$ cat src/rtl/tt_ctrl_seq_pkg.sv
// Shared types and default constants for the control-pad sequencer.
package tt_ctrl_seq_pkg;

    // Fixed 3-bit state encoding so the state can be probed and decoded directly.
    typedef enum logic [2:0] {
        IDLE   = 3'd0,
        RST_LO = 3'd1,
        RST_HI = 3'd2,
        INC_HI = 3'd3,
        INC_LO = 3'd4,
        ENA    = 3'd5
    } state_e;

    localparam int unsigned DEF_ADDR_W   = 10;
    localparam int unsigned DEF_HALF_CYC = 4;
    localparam int unsigned DEF_CNT_W    = 3;

    // States whose duration is one waveform half-phase.
    function automatic logic is_timed(input state_e s);
        return (s == RST_LO) || (s == RST_HI) || (s == INC_HI) || (s == INC_LO);
    endfunction

endpackage

$ cat src/rtl/tt_ctrl_seq_timer.sv
// Half-phase timer: counts 0..HALF_CYC-1 while run is high, wraps on terminal
// count, holds at zero otherwise. load preloads an arbitrary start value.
module tt_ctrl_seq_timer
    import tt_ctrl_seq_pkg::*;
#(
    parameter int unsigned CNT_W    = DEF_CNT_W,
    parameter int unsigned HALF_CYC = DEF_HALF_CYC
) (
    input  logic             clk,
    input  logic             rst_n,
    input  logic             run,
    input  logic             load,
    input  logic [CNT_W-1:0] load_val,
    output logic             tc
);

    localparam logic [CNT_W-1:0] LAST = CNT_W'(HALF_CYC - 1);

    logic [CNT_W-1:0] cnt_q;
    logic [CNT_W-1:0] cnt_d;

    assign tc = run && (cnt_q == LAST);

    // Next count: preload, wrap on terminal count or idle, else increment.
    always_comb begin
        cnt_d = cnt_q;
        if (load) begin
            cnt_d = load_val;
        end else if (!run || tc) begin
            cnt_d = '0;
        end else begin
            cnt_d = cnt_q + CNT_W'(1);
        end
    end

    // Count register.
    always_ff @(posedge clk or negedge rst_n) begin
        if (!rst_n) begin
            cnt_q <= '0;
        end else begin
            cnt_q <= cnt_d;
        end
    end

endmodule

$ cat src/rtl/tt_ctrl_seq.sv
// Control-pad sequencer: turns a valid/ready address request into the
// select-reset / N x select-increment / enable pad waveform.
// Optional macro TT_CTRL_SEQ_INCR_EN: incremental selection (skip the reset
// pulse when the target is at or above the currently selected address).
//
// Handshake: a request transfers on a rising edge where req_valid and
// req_ready are both high; req_ready is high only while idle, and req_valid
// may be held high at any time (it is taken in the first ready cycle).
//
// Pad outputs are registered from the current state, so every pad/status
// output trails the state register by one clock.
module tt_ctrl_seq
    import tt_ctrl_seq_pkg::*;
#(
    parameter int unsigned ADDR_W   = DEF_ADDR_W,
    parameter int unsigned HALF_CYC = DEF_HALF_CYC,
    parameter int unsigned CNT_W    = DEF_CNT_W
) (
    input  logic              clk,
    input  logic              rst_n,
    input  logic              req_valid,
    output logic              req_ready,
    input  logic [ADDR_W-1:0] req_addr,
    input  logic              req_ena,
    output logic              busy,
    output logic              done,
    output logic [ADDR_W-1:0] cur_addr,
    output logic              cur_valid,
    output logic              ctrl_sel_rst_n,
    output logic              ctrl_sel_inc,
    output logic              ctrl_ena
);

    state_e            state_q, state_d;
    logic [ADDR_W-1:0] rem_q, rem_d;
    logic [ADDR_W-1:0] addr_lat_q, addr_lat_d;
    logic              ena_lat_q, ena_lat_d;

    logic              req_ready_q, req_ready_d;
    logic              busy_q, busy_d;
    logic              done_q, done_d;
    logic [ADDR_W-1:0] cur_addr_q, cur_addr_d;
    logic              cur_valid_q, cur_valid_d;
    logic              sel_rst_n_q, sel_rst_n_d;
    logic              sel_inc_q, sel_inc_d;
    logic              ctrl_ena_q, ctrl_ena_d;

    logic              accept;
    logic              tc;

    // req_ready_q is only ever high while the state register holds IDLE.
    assign accept = req_valid && req_ready_q;

    tt_ctrl_seq_timer #(
        .CNT_W    (CNT_W),
        .HALF_CYC (HALF_CYC)
    ) u_timer (
        .clk      (clk),
        .rst_n    (rst_n),
        .run      (is_timed(state_q)),
        .load     (accept),
        .load_val ('0),
        .tc       (tc)
    );

    // Next state, request latch and remaining-increment counter.
    always_comb begin
        state_d    = state_q;
        rem_d      = rem_q;
        addr_lat_d = addr_lat_q;
        ena_lat_d  = ena_lat_q;
        case (state_q)
            IDLE: begin
                if (accept) begin
                    addr_lat_d = req_addr;
                    ena_lat_d  = req_ena;
                    rem_d      = req_addr;
                    state_d    = RST_LO;
`ifdef TT_CTRL_SEQ_INCR_EN
                    // Already at or below the target: walk forward from here.
                    if (cur_valid_q && (req_addr >= cur_addr_q)) begin
                        rem_d   = req_addr - cur_addr_q;
                        state_d = (req_addr == cur_addr_q) ? ENA : INC_HI;
                    end
`endif
                end
            end
            RST_LO: begin
                if (tc) state_d = RST_HI;
            end
            RST_HI: begin
                // Without a request in flight this is the post-reset tail.
                if (tc) begin
                    if (!busy_q) begin
                        state_d = IDLE;
                    end else if (rem_q == '0) begin
                        state_d = ENA;
                    end else begin
                        state_d = INC_HI;
                    end
                end
            end
            INC_HI: begin
                if (tc) begin
                    rem_d   = rem_q - ADDR_W'(1);
                    state_d = INC_LO;
                end
            end
            INC_LO: begin
                if (tc) state_d = (rem_q != '0) ? INC_HI : ENA;
            end
            ENA: begin
                state_d = IDLE;
            end
            default: begin
                state_d = IDLE;
            end
        endcase
    end

    // Registered pad and status outputs, derived from the current state.
    always_comb begin
        sel_rst_n_d = (state_q != RST_LO);
        sel_inc_d   = (state_q == INC_HI);
        done_d      = (state_q == ENA);
        req_ready_d = (state_q == IDLE) && !accept;
        ctrl_ena_d  = ctrl_ena_q;
        busy_d      = busy_q;
        cur_addr_d  = cur_addr_q;
        cur_valid_d = cur_valid_q;
        if (accept) begin
            ctrl_ena_d = 1'b0;
            busy_d     = 1'b1;
        end
        if (state_q == ENA) begin
            ctrl_ena_d  = ena_lat_q;
            busy_d      = 1'b0;
            cur_addr_d  = addr_lat_q;
            cur_valid_d = 1'b1;
        end
        // First idle cycle after the reset tail: controller sits at address 0.
        if ((state_q == IDLE) && !cur_valid_q) begin
            cur_addr_d  = '0;
            cur_valid_d = 1'b1;
        end
    end

    // State, counters and output registers.
    always_ff @(posedge clk or negedge rst_n) begin
        if (!rst_n) begin
            state_q     <= RST_LO;
            rem_q       <= '0;
            addr_lat_q  <= '0;
            ena_lat_q   <= 1'b0;
            req_ready_q <= 1'b0;
            busy_q      <= 1'b0;
            done_q      <= 1'b0;
            cur_addr_q  <= '0;
            cur_valid_q <= 1'b0;
            sel_rst_n_q <= 1'b0;
            sel_inc_q   <= 1'b0;
            ctrl_ena_q  <= 1'b0;
        end else begin
            state_q     <= state_d;
            rem_q       <= rem_d;
            addr_lat_q  <= addr_lat_d;
            ena_lat_q   <= ena_lat_d;
            req_ready_q <= req_ready_d;
            busy_q      <= busy_d;
            done_q      <= done_d;
            cur_addr_q  <= cur_addr_d;
            cur_valid_q <= cur_valid_d;
            sel_rst_n_q <= sel_rst_n_d;
            sel_inc_q   <= sel_inc_d;
            ctrl_ena_q  <= ctrl_ena_d;
        end
    end

    assign req_ready      = req_ready_q;
    assign busy           = busy_q;
    assign done           = done_q;
    assign cur_addr       = cur_addr_q;
    assign cur_valid      = cur_valid_q;
    assign ctrl_sel_rst_n = sel_rst_n_q;
    assign ctrl_sel_inc   = sel_inc_q;
    assign ctrl_ena       = ctrl_ena_q;

endmodule

$ cat config.mk
export PLATFORM = sky130hd
export DESIGN_NAME = tt_ctrl_seq
export DESIGN_NICKNAME = d
export VERILOG_FILES = /design/src/rtl/tt_ctrl_seq_pkg.sv /design/src/rtl/tt_ctrl_seq_timer.sv /design/src/rtl/tt_ctrl_seq.sv
export SDC_FILE = /design/constraint.sdc
export NUM_CORES = 1
export LEC_CHECK = 0
export CORE_MARGIN = 4
export CORE_UTILIZATION = 51
export DETAILED_ROUTE_END_ITERATION = 16
export PLACE_DENSITY = 0.86
export SYNTH_ARGS = -nofsm -noshare
export SYNTH_HDL_FRONTEND = slang
export SYNTH_SLANG_ARGS = --single-unit
$ cat constraint.sdc
create_clock -name clk -period 2.2 [get_ports clk]
set_clock_uncertainty 0.05 [all_clocks]
set_input_delay 0.33 -clock clk [delete_from_list [all_inputs] [get_ports clk]]
set_output_delay 0.33 -clock clk [all_outputs]
set_load 0.05 [all_outputs]
==> run_results.csv, run 1 <==
group,metric,value,unit
route,ant_nets,0,
route,vias,1648,
logic_synthesis,yosys_most_used_dff,"dfrtp_1",
route,via_per_inst,5.66,
grt,grt_usage,0.189,
clocking,clock-sinks,44,
grt,grt_overflow,0,
sta,max_freq,515,MHz
sta,period_needed,1.94,ns
clocking,clock_latency,0.31,ns
sta,final_max_slew_viol_count,0,
floorplanning,fp.dieW,71.3,um
sta,hold_viol,0,
placed_design,hpwl,3150,um
sta,setup_viol,0,
setup_path,arrival,1.56,ns
floorplanning,io-pin-count,31,
clocking,path_clk_slew,0.08,ns
setup_path,r2r_end,"rem_q[8]$_DFFE_PN0P_",
sta,slew_headroom,0.638,
logic_synthesis,ys_types,42,
grt,grt_max_degree,45,
setup_path,max_stage_delay,0.83,ns
setup_path,crit_buf_inv,1,
logic_synthesis,synth_area,2040,um^2
pwr,cellPowerDensity,1260,nW/um^2
run,cap_violations,0,
finish,fin_nets,260,
route,drcViolationCount,0,
placed_design,placed_area,2410,um^2
finish,fin_area,2520,um^2
setup_path,cp-start-kind,"flop",
sta,rsz0062_at_grt,"no",
grt,grt_pass1_vias,1569,
finish,area.growth.synth_to_final,23.5,%
floorplanning,die_h,71.3,um
logic_synthesis,seq_area_frac_synth,0.539,
setup_path,crit_chain,"clkdlybuf4s50_1",
pwr,p_leak,1.11,nW
clocking,root_buffer,"clkbuf_8",
finish,drive_above_1_share,0.136,
sta,setup_tns,0,ns
setup_path,critPathLaunch,"req_ready$_DFF_PN0_",
logic_synthesis,synth_nets,226,
sta,worst_slew_pin_slew,0.543,ns
setup_path,worstSetupEndpointType,"output port",
setup_path,cp_top_family,"buffers and inverters",
logic_synthesis,async_flop_share,1.00,
pwr,peakVddDrop,0.000665,V
clocking,cts_buffers,5,
clocking,post_cts_buffers,0,
logic_synthesis,synth_edf_count,0,
grt,antenna_found_initial,0,
clocking,cts.path.max_buffers,2,
setup_path,critPathKind,"reg2out",
hold_path,hp-class,"in2async",
setup_path,r2r_start,"rem_q[1]$_DFFE_PN0P_",
route,dr.pass1.iters,6,
clocking,cts_resized,0,
floorplanning,core,3770,um^2
logic_synthesis,syn_avg_cell_area,9.82,um^2
setup_path,critPathRequiredTime,1.82,ns
floorplanning,num_rows,22,
placed_design,io_buffers,30,
logic_synthesis,ys_warn_count,0,
outcome,status,"completed",
clocking,hold_buffers,0,
route,drtIter0Drc,105,
logic_synthesis,ys_ff_latch,44,
sta,period_share,0.882,
finish,diodes,0,
floorplanning,start_util,0.542,
route,wl_per_cell,15.2,um
setup_path,reg2reg_depth,6,
setup_path,path_max_fanout,5,
logic_synthesis,syn_inst,208,
setup_path,ff2ff_setup_slack,0.36,ns
setup_path,cp_slowest_cell,"clkdlybuf4s50_1",
grt,grt_pass1_wl,7610,um
placed_design,globalplace.congestion,0.842,
floorplanning,die-area,5080,um^2
route,drt-total-wl,4420,um
clocking,cts_tree,"done",
clocking,cts_max_level,2,
-- synth_stat cells (all sizes together), types with 5 or more instances --
cell / n / share of area
a21oi: 24 / 0.059
buf: 5 / 0.013
clkbuf: 6 / 0.011
dfrtp: 43 / 0.53
inv: 9 / 0.017
mux2: 8 / 0.044
nand2: 35 / 0.064
nor2: 11 / 0.020
o21ai: 11 / 0.027
or3: 5 / 0.020
-- metal layers --
metal / up-vias / GRT usage / share of wire
met5: - / 0 / 0
met4: 0 / 0.0710 / 0.018
met3: 9 / 0.0477 / 0.054
met2: 52 / 0.285 / 0.47
met1: 790 / 0.265 / 0.46
li1: 797 / - / -
-- logic make-up (layout without fill, tap and decap cells) --
| kind of cell | after synthesis | in the layout | synth area share |
|---|---|---|---|
| AOI/OAI and AO/OA | 56 | 56 | 0.166 |
| adders and majority gates | 4 | 4 | 0.0245 |
| buffers and inverters | 20 | 55 | 0.0410 |
| DFF | 44 | 44 | 0.539 |
| muxes | 9 | 9 | 0.0490 |
| and+or+nand+nor | 75 | 75 | 0.180 |
-- stage by stage --
step	power (W)	utilization	hold WS [ns]	worst slack, ns	std cells
finish	0.00318	0.669	0.0346	0.260	291
global route	0.00341	0.669	0.0751	0.198	291
CTS	0.00319	0.669	0.0481	0.247	291
detailed placement	0.00255	0.639	0.381	0.317	283
global placement	0.00251	0.639	0.375	0.382	283
floorplan	0.00218	-	-0.0156	0.454	208
-- registers in the layout, indices dropped and copies added, names as in the netlist, 3 cells and up --
| name | flops |
|---|---|
| cur_addr | 10 |
| state_q | 3 |
| rem_q | 10 |
| u_timer.cnt_q | 3 |
| addr_lat_q | 10 |
-- area by class of cell --
class | count | area, um^2
Fill cell | 313 | 1250
Sequential cell | 44 | 1100
Multi-Input combinational cell | 144 | 857
Timing Repair Buffer | 38 | 355
Clock buffer | 5 | 68.8
Tap cell | 48 | 60.1
Clock inverter | 3 | 46.3
Inverter | 9 | 33.8
-- how the worst max path moves through the flow --
stage,to,slack (ns),depth (start not counted)
detailed placement,addr_lat_q[6]$_DFFE_PN0P_,0.32,5
floorplan,rem_q[2]$_DFFE_PN0P_,0.45,8
CTS,req_ready,0.25,1
global placement,addr_lat_q[4]$_DFFE_PN0P_,0.38,5
finish,req_ready,0.26,1
global route,rem_q[8]$_DFFE_PN0P_,0.20,6
-- layout by cell type, fill, tap and decap left out, types with 3 or more instances in the layout --
cell and n:
dfrtp_1 43, nand2_1 35, clkdlybuf4s50_1 29, a21oi_1 24, o21ai_0 11, nor2_1 11, inv_1 9, mux2_2 8
buf_4 8, clkbuf_8 5, nor3_1 4, nor4_1 4, o22ai_1 4, ha_1 4, or3_1 3, nand3_1 3
a2bb2oi_1 3
-- where the power goes --
| part | leakage, nW | total (W) | switching, W | internal (W) |
|---|---|---|---|---|
| combinational | 0.496 | 0.00122 | 0.000716 | 0.000508 |
| clock | 0.0548 | 0.000635 | 0.000293 | 0.000342 |
| sequential | 0.555 | 0.00132 | 0.000222 | 0.00110 |
| total | 1.11 | 0.00318 | 0.00123 | 0.00195 |
Power figures use the tool's default switching activity.
==> run 2: changes to the inputs <==
--- a/config.mk
+++ b/config.mk
@@ -5,10 +5,13 @@
 export SDC_FILE = /design/constraint.sdc
 export NUM_CORES = 1
 export LEC_CHECK = 0
+export CELL_PAD_IN_SITES_DETAIL_PLACEMENT = 1
+export CELL_PAD_IN_SITES_GLOBAL_PLACEMENT = 2
 export CORE_MARGIN = 4
-export CORE_UTILIZATION = 51
+export CORE_UTILIZATION = 33
+export CTS_CLUSTER_DIAMETER = 30
 export DETAILED_ROUTE_END_ITERATION = 16
-export PLACE_DENSITY = 0.86
+export PLACE_DENSITY = 0.88
 export SYNTH_ARGS = -nofsm -noshare
 export SYNTH_HDL_FRONTEND = slang
 export SYNTH_SLANG_ARGS = --single-unit
==> run_results.csv, run 2 (synthesis results as in run 1) <==
group,metric,value,unit
grt,busiest_layer,"met2",
clocking,cts_tree,"done",
grt,grt_pass1_wl,8860,um
finish,finalNonFillerCells,320,
finish,fin_area,2570,um^2
placed_design,globalplace.congestion,0.798,
setup_path,crit_chain,"clkdlybuf4s50_1",
grt,antenna_found_initial,0,
placed_design,placed_area,2450,um^2
setup_path,max_stage_delay,0.84,ns
grt,grt_overflow,0,
finish,area.growth.synth_to_final,26.0,%
grt,grt.met3_usage,0.0323,
finish,final_common_cell,"dfrtp_1",
floorplanning,start_util,0.343,
placed_design,io_buffers,30,
floorplanning,num_rows,28,
placed_design,preCtsSetupSlack,0.354,ns
route,via_per_inst,5.24,
setup_path,worstSetupEndpointType,"output port",
route,drcViolationCount,0,
route,drt-total-wl,5150,um
setup_path,cp_top_family,"buffers and inverters",
sta,rsz0062_at_grt,"no",
setup_path,cp_slowest_cell,"clkdlybuf4s50_1",
pwr,cellPowerDensity,1250,nW/um^2
setup_path,critPathKind,"reg2out",
sta,max_freq,509,MHz
route,ant_nets,0,
placed_design,dpl.cell_count,311,
grt,grt_use_met2,0.237,
clocking,clock-sinks,44,
clocking,cts.path.max_buffers,2,
grt,grt_usage,0.153,
sta,slew_headroom,0.598,
route,vias,1676,
floorplanning,core,5960,um^2
pwr,p_leak,1.11,nW
finish,fillers,690,
floorplanning,die_h,86.7,um
sta,setup_tns,0,ns
outcome,status,"completed",
sta,final_max_slew_viol_count,0,
clocking,path_clk_slew,0.08,ns
grt,grt_pass1_vias,1710,
clocking,cts_buffers,5,
clocking,root_buffer,"clkbuf_8",
finish,fin_nets,262,
floorplanning,die-area,7510,um^2
sta,worst_slack,0.234,ns
setup_path,arrival,1.59,ns
sta,setup_viol,0,
sta,period_share,0.894,
clocking,cts_resized,0,
grt,grt_max_degree,26,
grt,grtUsageMet1,0.217,
route,wl_per_cell,16.1,um
finish,layout_common_cells,"dfrtp_1 (43), nand2_1 (35), clkdlybuf4s50_1 (29)",
route,drtIter0Drc,92,
setup_path,crit_buf_inv,1,
clocking,clock_latency,0.30,ns
hold_path,hp-class,"reg2reg",
setup_path,path_max_fanout,5,
sta,worst_slew_pin_slew,0.603,ns
floorplanning,io-pin-count,31,
clocking,cts_max_level,2,
placed_design,hpwl,3780,um
setup_path,cp-start-kind,"flop",
pwr,peakVddDrop,0.000471,V
route,dr.pass1.iters,4,
sta,period_needed,1.97,ns
finish,drive_above_1_share,0.139,
floorplanning,fp.dieW,86.7,um
setup_path,critPathRequiredTime,1.82,ns
sta,hold_viol,0,
finish,diodes,0,
run,cap_violations,0,
## run 2: cell count changes in the layout (fill, tap and decap cells not counted)
| cell | delta |
|---|---|
| buf_4 | +1 |
| dlygate4sd3_1 | +1 |
## run 2: per-layer routing
metal / vias to the layer above / wire, um
met1: 831 / 2370
li1: 804 / -
met2: 35 / 2470
met5: - / 0
met4: 0 / 57
met3: 6 / 252
## run 2: cell type report
class,instances,area [um^2],area share
sequential,44,1100,0.428
multi-input combinational,144,857,0.333
timing repair buffer,40,373,0.145
tap,75,93.8,0.0364
clock buffer,5,68.8,0.0267
clock inverter,3,46.3,0.0180
inverter,9,33.8,0.0131
## run 2: worst paths after layout
kind                                             from                    endpoint  slack (ns)  cells after the start
max                                  busy$_DFFE_PN0P_                        busy        0.23                      1
min                        u_timer.cnt_q[0]$_DFF_PN0_  u_timer.cnt_q[0]$_DFF_PN0_        0.38                      1
max reg2reg                      rem_q[0]$_DFFE_PN0P_        rem_q[8]$_DFFE_PN0P_        0.32                      6
min reg2reg                u_timer.cnt_q[0]$_DFF_PN0_  u_timer.cnt_q[0]$_DFF_PN0_        0.38                      1
max in group asynchronous                       rst_n      state_q[0]$_DFFE_PN1P_        0.93                      3
min in group asynchronous                       rst_n        rem_q[1]$_DFFE_PN0P_        0.51                      2
## run 2: worst reg2reg max path, stage by stage (launching register included)
cell,delay [ns]
dfrtp_1,0.40
inv_1,0.16
ha_1,0.19
or2b_2,0.34
or3_1,0.34
a21oi_1,0.17
a2bb2oi_1,0.17
## run 2: metrics by stage
| stage | util | hold WS [ns] | power, W |
|---|---|---|---|
| 5_1_grt | 0.432 | 0.420 | 0.00346 |
| 3_5_place_dp | 0.411 | 0.324 | 0.00259 |
| 4_1_cts | 0.432 | 0.390 | 0.00326 |
| 6_report | 0.432 | 0.382 | 0.00322 |
| 2_1_floorplan | - | -0.0156 | 0.00218 |
| 3_3_place_gp | 0.411 | 0.327 | 0.00254 |
## run 2: power by group
group          switching (W)  internal [W]  total [W]  leakage [nW]
clock network       0.000306      0.000342   0.000648        0.0548
logic               0.000729      0.000510    0.00124         0.504
registers           0.000236       0.00110    0.00133         0.555
## run 2: repair_timing
action,in CTS,in global routing
hold buffers,1,0
buffers inserted,0,0
hold endpoints to repair,22,0
setup endpoints to repair,0,0
==> run 3: changes to the inputs <==
--- a/config.mk
+++ b/config.mk
@@ -8,10 +8,11 @@
 export CELL_PAD_IN_SITES_DETAIL_PLACEMENT = 1
 export CELL_PAD_IN_SITES_GLOBAL_PLACEMENT = 2
 export CORE_MARGIN = 4
-export CORE_UTILIZATION = 33
+export CORE_UTILIZATION = 35
+export CTS_BUF_LIST = sky130_fd_sc_hd__clkbuf_2 sky130_fd_sc_hd__clkbuf_4 sky130_fd_sc_hd__clkbuf_8
 export CTS_CLUSTER_DIAMETER = 30
 export DETAILED_ROUTE_END_ITERATION = 16
-export PLACE_DENSITY = 0.88
+export PLACE_DENSITY = 0.92
 export SYNTH_ARGS = -nofsm -noshare
 export SYNTH_HDL_FRONTEND = slang
 export SYNTH_SLANG_ARGS = --single-unit
==> run_results.csv, run 3 (synthesis results as in run 1) <==
group,metric,value,unit
setup_path,arrival,1.58,ns
setup_path,path_depth,1,
placed_design,dpl.cell_count,307,
setup_path,cp_top_family,"buffers and inverters",
outcome,status,"completed",
hold_path,hp-class,"reg2reg",
setup_path,cp-start-kind,"flop",
clocking,cts_buffers,5,
route,drt-total-wl,4930,um
floorplanning,num_rows,27,
setup_path,max_stage_delay,0.84,ns
hold_path,min_from,"u_timer.cnt_q[0]$_DFF_PN0_",
hold_path,worstHoldPathCells,1,
pwr,p_leak,1.11,nW
grt,grt_overflow,0,
floorplanning,fp.dieW,84.4,um
run,cap_violations,0,
finish,diodes,0,
sta,max_freq,511,MHz
clocking,path_clk_slew,0.08,ns
route,ant_nets,0,
finish,layout_common_cells,"dfrtp_1 (43), nand2_1 (35), clkdlybuf4s50_1 (29)",
sta,period_share,0.889,
floorplanning,die-area,7120,um^2
grt,grt_pass1_wl,8260,um
hold_path,hold-path-endpoint,"u_timer.cnt_q[0]$_DFF_PN0_",
placed_design,globalplace.congestion,0.823,
clocking,cts.path.max_buffers,2,
grt,grt_pass1_vias,1621,
finish,fin_util,0.459,
sta,rsz0062_at_grt,"no",
route,via_per_inst,5.16,
floorplanning,io-pin-count,31,
grt,grt_max_degree,27,
setup_path,crit_buf_inv,1,
route,dr.pass1.iters,4,
clocking,root_buffer,"clkbuf_8",
floorplanning,start_util,0.367,
setup_path,cp_slowest_cell,"clkdlybuf4s50_1",
setup_path,path_max_fanout,5,
setup_path,r2r_end,"rem_q[6]$_DFFE_PN0P_",
clocking,cts_max_level,2,
finish,drive_above_1_share,0.135,
sta,slew_headroom,0.608,
route,vias,1632,
sta,final_max_slew_viol_count,0,
route,drtIter0Drc,78,
finish,final_common_cell,"dfrtp_1",
setup_path,critPathRequiredTime,1.82,ns
finish,area.growth.synth_to_final,25.3,%
clocking,post_cts_buffers,0,
sta,worst_slew_pin_slew,0.589,ns
route,wl_per_cell,15.6,um
grt,grt_usage,0.145,
sta,period_needed,1.96,ns
floorplanning,die_h,84.4,um
placed_design,hpwl,3600,um
pwr,peakVddDrop,0.000647,V
clocking,clock_latency,0.30,ns
setup_path,r2r_start,"rem_q[0]$_DFFE_PN0P_",
setup_path,reg2reg_depth,6,
setup_path,worstSetupEndpointType,"output port",
setup_path,ff2ff_setup_slack,0.34,ns
sta,setup_viol,0,
setup_path,critPathKind,"reg2out",
sta,setup_tns,0,ns
finish,finalNonFillerCells,316,
clocking,cts_tree,"done",
sta,hold_viol,0,
placed_design,io_buffers,30,
setup_path,crit_chain,"clkdlybuf4s50_1",
floorplanning,core,5570,um^2
route,drcViolationCount,0,
clocking,clock-sinks,44,
grt,antenna_found_initial,0,
finish,fin_nets,261,
pwr,cellPowerDensity,1250,nW/um^2
==> run 3: cell count changes in the layout (fill, tap and decap cells not counted), sizes merged <==
cell      previous run  this run
buf                 10         9
clkbuf               5         6
clkinv               0         1
clkinvlp             1         0
inv                 10         9
==> run 3: layout make-up <==
type,instances,area (um^2)
multi-input cells,144,857
clock buffers,6,76.3
repair buffers,39,365
clock inverters,2,35.0
well taps,72,90.1
inverters,9,33.8
flip-flops and latches,44,1100
fillers,646,3010
==> run 3: worst max-delay path by stage <==
stage / start / slack (ns) / end
floorplan: u_timer.cnt_q[0]$_DFF_PN0_ / 0.45 / rem_q[2]$_DFFE_PN0P_
global placement: req_valid / 0.33 / rem_q[5]$_DFFE_PN0P_
detailed placement: req_valid / 0.32 / addr_lat_q[2]$_DFFE_PN0P_
CTS: busy$_DFFE_PN0P_ / 0.22 / busy
global route: busy$_DFFE_PN0P_ / 0.16 / busy
finish: busy$_DFFE_PN0P_ / 0.24 / busy
==> run 3: per-stage QoR <==
step | power, W | worst slack [ns] | hold slack (ns) | instance area (um^2)
2_1_floorplan | 0.00218 | 0.454 | -0.0156 | 2040
5_1_grt | 0.00343 | 0.159 | 0.437 | 2560
6_report | 0.00319 | 0.245 | 0.392 | 2560
3_3_place_gp | 0.00254 | 0.334 | 0.313 | 2440
4_1_cts | 0.00323 | 0.220 | 0.397 | 2560
3_5_place_dp | 0.00258 | 0.323 | 0.319 | 2440
==> run 3: what timing repair did <==
item / 4_1_cts / 5_1_grt
hold buffers: 1 / 0
resized for setup: 0 / 0
endpoints found under the hold margin: 24 / 0
==> run 3: layer usage <==
| layer | wire length (um) | GRT usage | up-vias |
|---|---|---|---|
| li1 | - | - | 804 |
| met1 | 2440 | 0.216 | 795 |
| met2 | 2240 | 0.210 | 28 |
| met5 | 0 | 0 | - |
| met3 | 204 | 0.0343 | 5 |
| met4 | 47 | 0.0388 | 0 |
==> run 3: power breakdown <==
group | leakage (nW) | internal (W) | switching (W)
registers | 0.555 | 0.00110 | 0.000235
logic | 0.500 | 0.000506 | 0.000732
clock network | 0.0586 | 0.000349 | 0.000274
total | 1.11 | 0.00195 | 0.00124
